===== src/rtl/core_pkg.sv =====
// Shared definitions for the RV32I core: datapath width, canonical NOP and
// the IF/DE pipeline register layout.
package core_pkg;

  localparam int XLEN = 32;
  localparam logic [31:0] NOP_INST = 32'h0000_0013;

  typedef struct packed {
    logic [XLEN-1:0] pc;
    logic [31:0]     inst;
    logic            valid;
  } if_de_t;

  // Bubble written into IF/DE on reset and on any redirect flush.
  localparam if_de_t IF_DE_BUBBLE = '{pc: '0, inst: NOP_INST, valid: 1'b0};

  // Clears the two low address bits so redirect targets are word aligned.
  function automatic logic [XLEN-1:0] word_align(input logic [XLEN-1:0] addr);
    return addr & ~XLEN'(3);
  endfunction

endpackage


===== src/rtl/fetch_stage_if.sv =====
// Instruction-memory port between the fetch stage (master) and the
// instruction memory (slave); read data is combinational on the address.
interface fetch_stage_if;
  import core_pkg::*;

  logic [XLEN-1:0] imem_addr;
  logic [31:0]     imem_rdata;

  modport master (output imem_addr, input imem_rdata);
  modport slave  (input imem_addr, output imem_rdata);

endinterface


===== src/rtl/fetch_stage_if_de_reg.sv =====
// IF/DE pipeline register: flush inserts a NOP bubble, load captures a new
// entry, otherwise the contents hold.
module if_de_reg
  import core_pkg::*;
(
  input  logic   clk,
  input  logic   rst,
  input  logic   load,
  input  logic   flush,
  input  if_de_t d,
  output if_de_t q
);

  if_de_t entry_reg;

  always_ff @(posedge clk) begin
    if (rst || flush) begin
      entry_reg <= IF_DE_BUBBLE;
    end else if (load) begin
      entry_reg <= d;
    end
  end

  assign q = entry_reg;

endmodule


===== src/rtl/fetch_stage.sv =====
// Instruction-fetch stage: owns the PC, drives the instruction-memory address
// and fills the IF/DE register, applying trap/branch redirects and stalls.
module fetch_stage
  import core_pkg::*;
#(
  parameter logic [XLEN-1:0] RESET_PC = '0,
  parameter int              CNT_W    = 32
) (
  input  logic              clk,
  input  logic              rst,
  input  logic              stall_i,
  input  logic              br_taken_i,
  input  logic [XLEN-1:0]   br_target_i,
  input  logic              trap_i,
  input  logic [XLEN-1:0]   trap_vector_i,
  fetch_stage_if.master     imem,
  output logic [XLEN-1:0]   pc_de_o,
  output logic [31:0]       inst_de_o,
  output logic              valid_de_o,
  output logic              misalign_o,
  output logic [XLEN-1:0]   misalign_addr_o,
  output logic [CNT_W-1:0]  fetch_cnt_o
);

  logic [XLEN-1:0]  pc_reg;
  logic [XLEN-1:0]  pc_next;
  logic [CNT_W-1:0] cnt_reg;
  logic             misalign_reg;
  logic [XLEN-1:0]  misalign_addr_reg;

  logic   flush;
  logic   load;
  logic   br_misaligned;
  if_de_t capture;
  if_de_t de_q;

  // A taken branch to a target with bit[1] set is reported, not followed;
  // the CSR unit answers with a trap redirect.
  assign br_misaligned = br_taken_i && br_target_i[1];
  assign flush         = trap_i || br_taken_i;
  assign load          = !flush && !stall_i;
  assign capture       = '{pc: pc_reg, inst: imem.imem_rdata, valid: 1'b1};

  always_comb begin
    pc_next = pc_reg;
    if (trap_i) begin
      pc_next = word_align(trap_vector_i);
    end else if (br_taken_i) begin
      if (!br_target_i[1]) begin
        pc_next = word_align(br_target_i);
      end
    end else if (!stall_i) begin
      pc_next = pc_reg + XLEN'(4);
    end
  end

  always_ff @(posedge clk) begin
    if (rst) begin
      pc_reg            <= RESET_PC;
      cnt_reg           <= '0;
      misalign_reg      <= 1'b0;
      misalign_addr_reg <= '0;
    end else begin
      pc_reg       <= pc_next;
      misalign_reg <= !trap_i && br_misaligned;
      if (!trap_i && br_misaligned) begin
        misalign_addr_reg <= br_target_i;
      end
      if (load) begin
        cnt_reg <= cnt_reg + CNT_W'(1);
      end
    end
  end

  if_de_reg u_if_de_reg (
    .clk   (clk),
    .rst   (rst),
    .load  (load),
    .flush (flush),
    .d     (capture),
    .q     (de_q)
  );

  assign imem.imem_addr  = pc_reg;
  assign pc_de_o         = de_q.pc;
  assign inst_de_o       = de_q.inst;
  assign valid_de_o      = de_q.valid;
  assign misalign_o      = misalign_reg;
  assign misalign_addr_o = misalign_addr_reg;
  assign fetch_cnt_o     = cnt_reg;

endmodule


===== src/flat_wrapper.sv =====
// flat-port wrapper written by rule: the top's interface ports become plain ports
module fetch_stage_flat import core_pkg::*;
#(
  parameter logic [XLEN-1:0] RESET_PC = '0,
  parameter int              CNT_W    = 32
)
  (clk, rst, stall_i, br_taken_i, br_target_i, trap_i, trap_vector_i, pc_de_o, inst_de_o, valid_de_o, misalign_o, misalign_addr_o, fetch_cnt_o, imem_imem_addr, imem_imem_rdata);
  fetch_stage_if imem_i ();
  input  logic clk;
  input  logic rst;
  input  logic stall_i;
  input  logic br_taken_i;
  input  logic [XLEN-1:0] br_target_i;
  input  logic trap_i;
  input  logic [XLEN-1:0] trap_vector_i;
  output logic [XLEN-1:0] pc_de_o;
  output logic [31:0] inst_de_o;
  output logic valid_de_o;
  output logic misalign_o;
  output logic [XLEN-1:0] misalign_addr_o;
  output logic [CNT_W-1:0] fetch_cnt_o;
  output wire logic [$bits(imem_i.imem_addr)-1:0] imem_imem_addr;
  input wire logic [$bits(imem_i.imem_rdata)-1:0] imem_imem_rdata;
  assign imem_imem_addr = imem_i.imem_addr;
  assign imem_i.imem_rdata = imem_imem_rdata;
  fetch_stage #(.RESET_PC(RESET_PC), .CNT_W(CNT_W)) u_core (.clk(clk), .rst(rst), .stall_i(stall_i), .br_taken_i(br_taken_i), .br_target_i(br_target_i), .trap_i(trap_i), .trap_vector_i(trap_vector_i), .imem(imem_i), .pc_de_o(pc_de_o), .inst_de_o(inst_de_o), .valid_de_o(valid_de_o), .misalign_o(misalign_o), .misalign_addr_o(misalign_addr_o), .fetch_cnt_o(fetch_cnt_o));
endmodule

===== config.mk =====
export PLATFORM = sky130hd
export DESIGN_NAME = fetch_stage_flat
export DESIGN_NICKNAME = d
export VERILOG_FILES = /design/src/rtl/core_pkg.sv /design/src/rtl/fetch_stage_if.sv /design/src/rtl/fetch_stage_if_de_reg.sv /design/src/rtl/fetch_stage.sv /design/src/flat_wrapper.sv
export SDC_FILE = /design/constraint.sdc
export NUM_CORES = 1
export LEC_CHECK = 0
export CORE_MARGIN = 4
export CORE_UTILIZATION = 45
export CTS_BUF_LIST = sky130_fd_sc_hd__clkbuf_4 sky130_fd_sc_hd__clkbuf_8 sky130_fd_sc_hd__clkbuf_16
export CTS_CLUSTER_DIAMETER = 60
export CTS_CLUSTER_SIZE = 24
export DETAILED_ROUTE_END_ITERATION = 7
export GPL_TIMING_DRIVEN = 0
export HOLD_SLACK_MARGIN = 0.15
export PLACE_DENSITY = 0.83
export SETUP_SLACK_MARGIN = 0.2
export SYNTH_ARGS = -nofsm -noshare
export SYNTH_HDL_FRONTEND = slang
export SYNTH_HIERARCHICAL = 1
export SYNTH_SLANG_ARGS = --single-unit
export TNS_END_PERCENT = 1

===== constraint.sdc =====
create_clock -name clk -period 2.3 [get_ports clk]
set_input_delay 0.575 -clock clk [delete_from_list [all_inputs] [get_ports clk]]
set_output_delay 0.575 -clock clk [all_outputs]
set_load 0.1 [all_outputs]

After elaboration in Yosys (flattened, before gate mapping)
Cells that the tools add are included.
- muxes and demuxes: 4
- add/sub/neg operators: 2
- reductions and logical operators: 11
- equal/unequal tests: 4
- operator list (cell ; number):
    2-to-1 mux 32 bit ; 4
    adder 32 x 1 -> 32 bit, second input constant ; 1
    adder 32 x 3 -> 32 bit, second input constant ; 1
    AND reduction 2 bit ; 2
    logical AND 1 bit ; 3
    zero test 1 bit ; 3
    != test 3 x 1 -> 1 bit, second input constant ; 1
    != test 3 x 2 -> 1 bit, second input constant ; 1
    logical OR 1 bit ; 2
    != test 2 x 1 -> 1 bit, second input constant ; 1
    != test 2 bit, second input constant ; 1
    OR reduction 2 bit ; 1
- logic and storage cells: 29
- register bits after elaboration: 162
- input port bits: 101

Depth between registers and ports, before layout
- depth after elaboration: 4
- mapped depth: 8
- depth with buffers taken out: 6

Cells and area by module
Netlist, hierarchy kept.
- modules (own cells, without submodules) (module ; seq. area each (µm²) ; cells an instance ; area each (µm²) ; instances):
    fetch_stage ; 1941.9 ; 646 ; 5008.6 ; 1
    if_de_reg ; 1301.2 ; 211 ; 2312.2 ; 1

Worst setup path before layout
OpenSTA, ideal clock, no wires.
- path type: reg-to-reg
- start point: register u_core.pc_reg[7] (netlist: u_core/imem.imem_addr[7])
- end point: register u_core.pc_reg[29] (netlist: u_core/imem.imem_addr[29])
- library setup time: 0.121 ns
- data arrival time: 2.521 ns
- required time: 2.179 ns
- slack: -0.342 ns
- cell stages (with the launch flop): 7
- path through: dfxtp_1 -> buf_2 -> nand4_2 -> nor4_4 -> nand3_1 -> nor2_1 -> mux2_2
- word-level cells in the longest chain between the ends: 4
- RTL lines (item ; RTL line ; text):
    start: declaration ; fetch_stage.sv:25 ; logic [XLEN-1:0] pc_reg;
    start signal: assignment ; fetch_stage.sv:64 ; pc_reg <= pc_next;
    adder 32 x 3 -> 32 bit ; fetch_stage.sv:53 ; pc_next = pc_reg + XLEN'(4);
    2-to-1 mux 32 bit ; fetch_stage.sv:52 ; end else if (!stall_i) begin
    2-to-1 mux 32 bit ; fetch_stage.sv:48 ; end else if (br_taken_i) begin
    2-to-1 mux 32 bit ; fetch_stage.sv:46 ; if (trap_i) begin
Every way passes these cells. The select of a mux whose other input is x is not followed.
A chain may end at the register's enable or synchronous reset.

Worst setup path in the final report
Same ends and word-level chain as after synthesis.

==> flow_summary.yaml <==
cts:
  insertion_delay_ps: 420
  clockBufferDepth: 2
  cts-hold-fix-buffers: 0
  htree_num_levels: 4
  numClockSinks: 162
  path_clk_slew_ps: 60
  root_buffer: "clkbuf_16"
  numCtsBuffers: 17
  cts_tree: "built"
logic_synthesis:
  syn_avg_cell_area_um2: 8.54
  syn_inst: 857
  synth-seq-cells: 162
  syn_nets: 960
  ys_seq_area_frac: 0.443
  synth_edf_count: 0
  synth_area_leaders: "dfxtp_1, mux2i_1, nor2_1"
  synth_cell_types: 63
  yosys_warnings: 6
  yosys.area.top_type: "dfxtp_1"
  synth_area_um2: 7320
  yosysTopAreaCellShare: 0.443
  synthFlopType: "dfxtp_1"
  ys_async_sr_fraction: 0
sta:
  finalClockSkew_ps: 5.42
  period_minus_slack_ps: 2210
  holdWs_ps: 455
  setup_viol: 0
  finalCritPeriodShare: 0.961
  fin_tns_setup_ps: 0
  rsz0062_at_grt: "true"
  slew_violations: 0
  timing.fmax_mhz: 452
  finalHoldViolCount: 0
  slew_headroom: 0.578
  max_slew.worst_pin.slew_ps: 633
drt:
  ant_nets: 0
  wirelength_mm: 26.0
  via_per_inst: 5.62
  num_vias: 7665
  drt_pass1_iterations: 5
  first_iter_violations: 727
  wl_per_cell_um: 19.1
  drc_errors: 0
cells_and_area:
  diodes: 0
  nNetsFinal: 1239
  instances_no_fill: 1364
  synthToLayoutAreaGrowth_pct: 50.7
  drive_gt1_frac: 0.252
  design_area_um2: 11000
  fill_cells: 1245
worst_hold_path:
  hold_depth: 2
  hold_start: "u_core/misalign_addr_o[16]$_SDFFE_PP0P_"
  min_to: "u_core/misalign_addr_o[16]$_SDFFE_PP0P_"
  min_path_type: "register to register"
setup_path:
  rr_worst_depth: 6
  critPathCaptureType: "register"
  slowest_stage: "nor4_4"
  crit_fanout: 9
  reg2reg_to: "u_core/imem.imem_addr[29]$_SDFFE_PP0P_"
  rr_startpoint: "u_core/imem.imem_addr[7]$_SDFFE_PP0P_"
  worstSetupPathType: "register to register"
  worst_setup_path_start_kind: "register"
  crit_buf_inv: 1
  critPathMaxStageDelay_ps: 530
  cp.required_ps: 2610
  cp-startpoint: "u_core/imem.imem_addr[7]$_SDFFE_PP0P_"
  reg2reg_slack_ps: 90
  cp_cell_sequence: "buf_2 -> nand4_2 -> nor4_4 -> nand3_1 -> nor2_1 -> mux2_2"
  crit_arrival_ps: 2520
  cp_top_family: "simple AND/OR/NAND/NOR gates"
placed_design:
  routabilityCongestion: 0.997
  port_buffers: 258
  hpwl_mm: 19.6
  place_area_um2: 10200
  dpl.cell_count: 1331
job:
  cap_violations: 0
global_routing:
  antenna_found_initial: 0
  grt_pass1_wl_mm: 39.8
  grt_max_degree: 17
  grt_pass1_vias: 7318
  grt_usage: 0.276
  grt_overflow: 0
die:
  fp.dieH_um: 136
  start_util: 0.461
  fp.dieArea_um2: 18400
  fp-row-count: 46
  die_x_um: 136
  io_pins: 263
  core_um2: 15900
pwr:
  power_density_nw_per_um2: 635
  irDropWorstVdd_v: 0.000489
  leakagePower_uw: 0.00384
outcome:
  status: "completed"
==> logic make-up after synthesis <==
group / count (synthesis) / synth area share
AND/OR/NAND/NOR: 369 / 0.248
flip-flops: 162 / 0.443
AO/OA/AOI/OAI: 150 / 0.122
multiplexers: 78 / 0.107
buffers and inverters: 69 / 0.0456
XOR/XNOR: 26 / 0.0311
adder cells (fa/ha/maj): 2 / 0.00342
other: 1 / 0.000512
==> timing repair <==
item,4_1_cts,5_1_grt
buffers inserted,0,2
resized for setup,507,3
pin swaps,1,1
setup endpoints to repair,302,67
==> layout make-up <==
type	count	area (um^2)	area share
Buffer	54	293	0.0265
Clock buffer	20	472	0.0428
Clock inverter	11	104	0.00941
Inverter	15	56.3	0.00510
Multi-Input combinational cell	626	3750	0.340
Sequential cell	162	3310	0.300
Tap cell	216	270	0.0245
Timing Repair Buffer	260	2770	0.251
==> worst max-delay path by stage <==
| stage | end | slack [ps] | cells past startpoint |
|---|---|---|---|
| after floorplan | u_core/fetch_cnt_o[31]$_SDFFE_PP0P_ | 100 | 6 |
| after global placement | u_core/imem.imem_addr[21]$_SDFFE_PP0P_ | -540 | 5 |
| after detailed placement | u_core/misalign_addr_o[1]$_SDFFE_PP0P_ | -530 | 5 |
| after CTS | imem_imem_addr[22] | 200 | 1 |
| after global routing | u_core/imem.imem_addr[29]$_SDFFE_PP0P_ | 40 | 6 |
| final | u_core/imem.imem_addr[29]$_SDFFE_PP0P_ | 90 | 6 |
==> worst reg2reg max path, stage by stage, from the launching register on <==
cell     delay, ps
dfxtp_4        350
buf_2          180
nand4_2        230
nor4_4         530
nand3_1        270
nor2_1         200
mux2_2         350
==> synthesized netlist by cell type (all sizes together), types with 9 or more instances <==
cell    instances
nand3          29
buf            28
xor2           12
and3           14
nand4          15
nor4           15
o21ai          27
nor2          120
nor3           27
nand2         104
dfxtp         162
a21oi          77
xnor2          14
clkbuf         26
or3            14
inv            15
and4            9
mux2i          75
==> registers in the layout, indices dropped and copies added (netlist names) <==
register / count
u_core/u_if_de_reg/q: 65
u_core/fetch_cnt_o: 32
u_core/imem.imem_addr: 32
u_core/misalign_addr_o: 32
u_core/misalign_o: 1
==> per-stage QoR <==
stage	utilization	power (uW)	setup WS, ps
finish	0.694	7010	89.0
global placement	0.645	4300	-536
global route	0.694	7230	43.4
floorplan	-	3830	104
CTS	0.693	7030	196
detailed placement	0.645	4300	-526
==> cell usage in the layout, fill, tap and decap left out, types with 14 or more instances in the layout <==
cell             instances
a21oi_1                 77
o21ai_0                 23
clkbuf_16               18
buf_2                   19
nand2_1                104
and3_1                  14
clkdlybuf4s50_1         95
inv_1                   15
clkbuf_1                17
nor2_1                 119
clkdlybuf4s15_2        157
nand3_1                 29
xnor2_1                 14
or3_1                   14
mux2i_1                 75
dfxtp_2                 37
dfxtp_1                120
nor3_1                  24
==> routing by layer <==
| metal | wire length [um] | track usage | vias up |
|---|---|---|---|
| li1 | - | - | 3570 |
| met1 | 10100 | 0.347 | 3582 |
| met2 | 12300 | 0.450 | 453 |
| met3 | 2840 | 0.0806 | 60 |
| met4 | 770 | 0.104 | 0 |
| met5 | 0 | 0 | - |
==> power breakdown <==
group          internal [uW]  leakage (uW)  switching (uW)
Clock                   1600      0.000281            1170
Sequential              2880       0.00133             111
Combinational            392       0.00222             866
Total                   4860       0.00384            2140
Power figures use the tool's default switching activity.
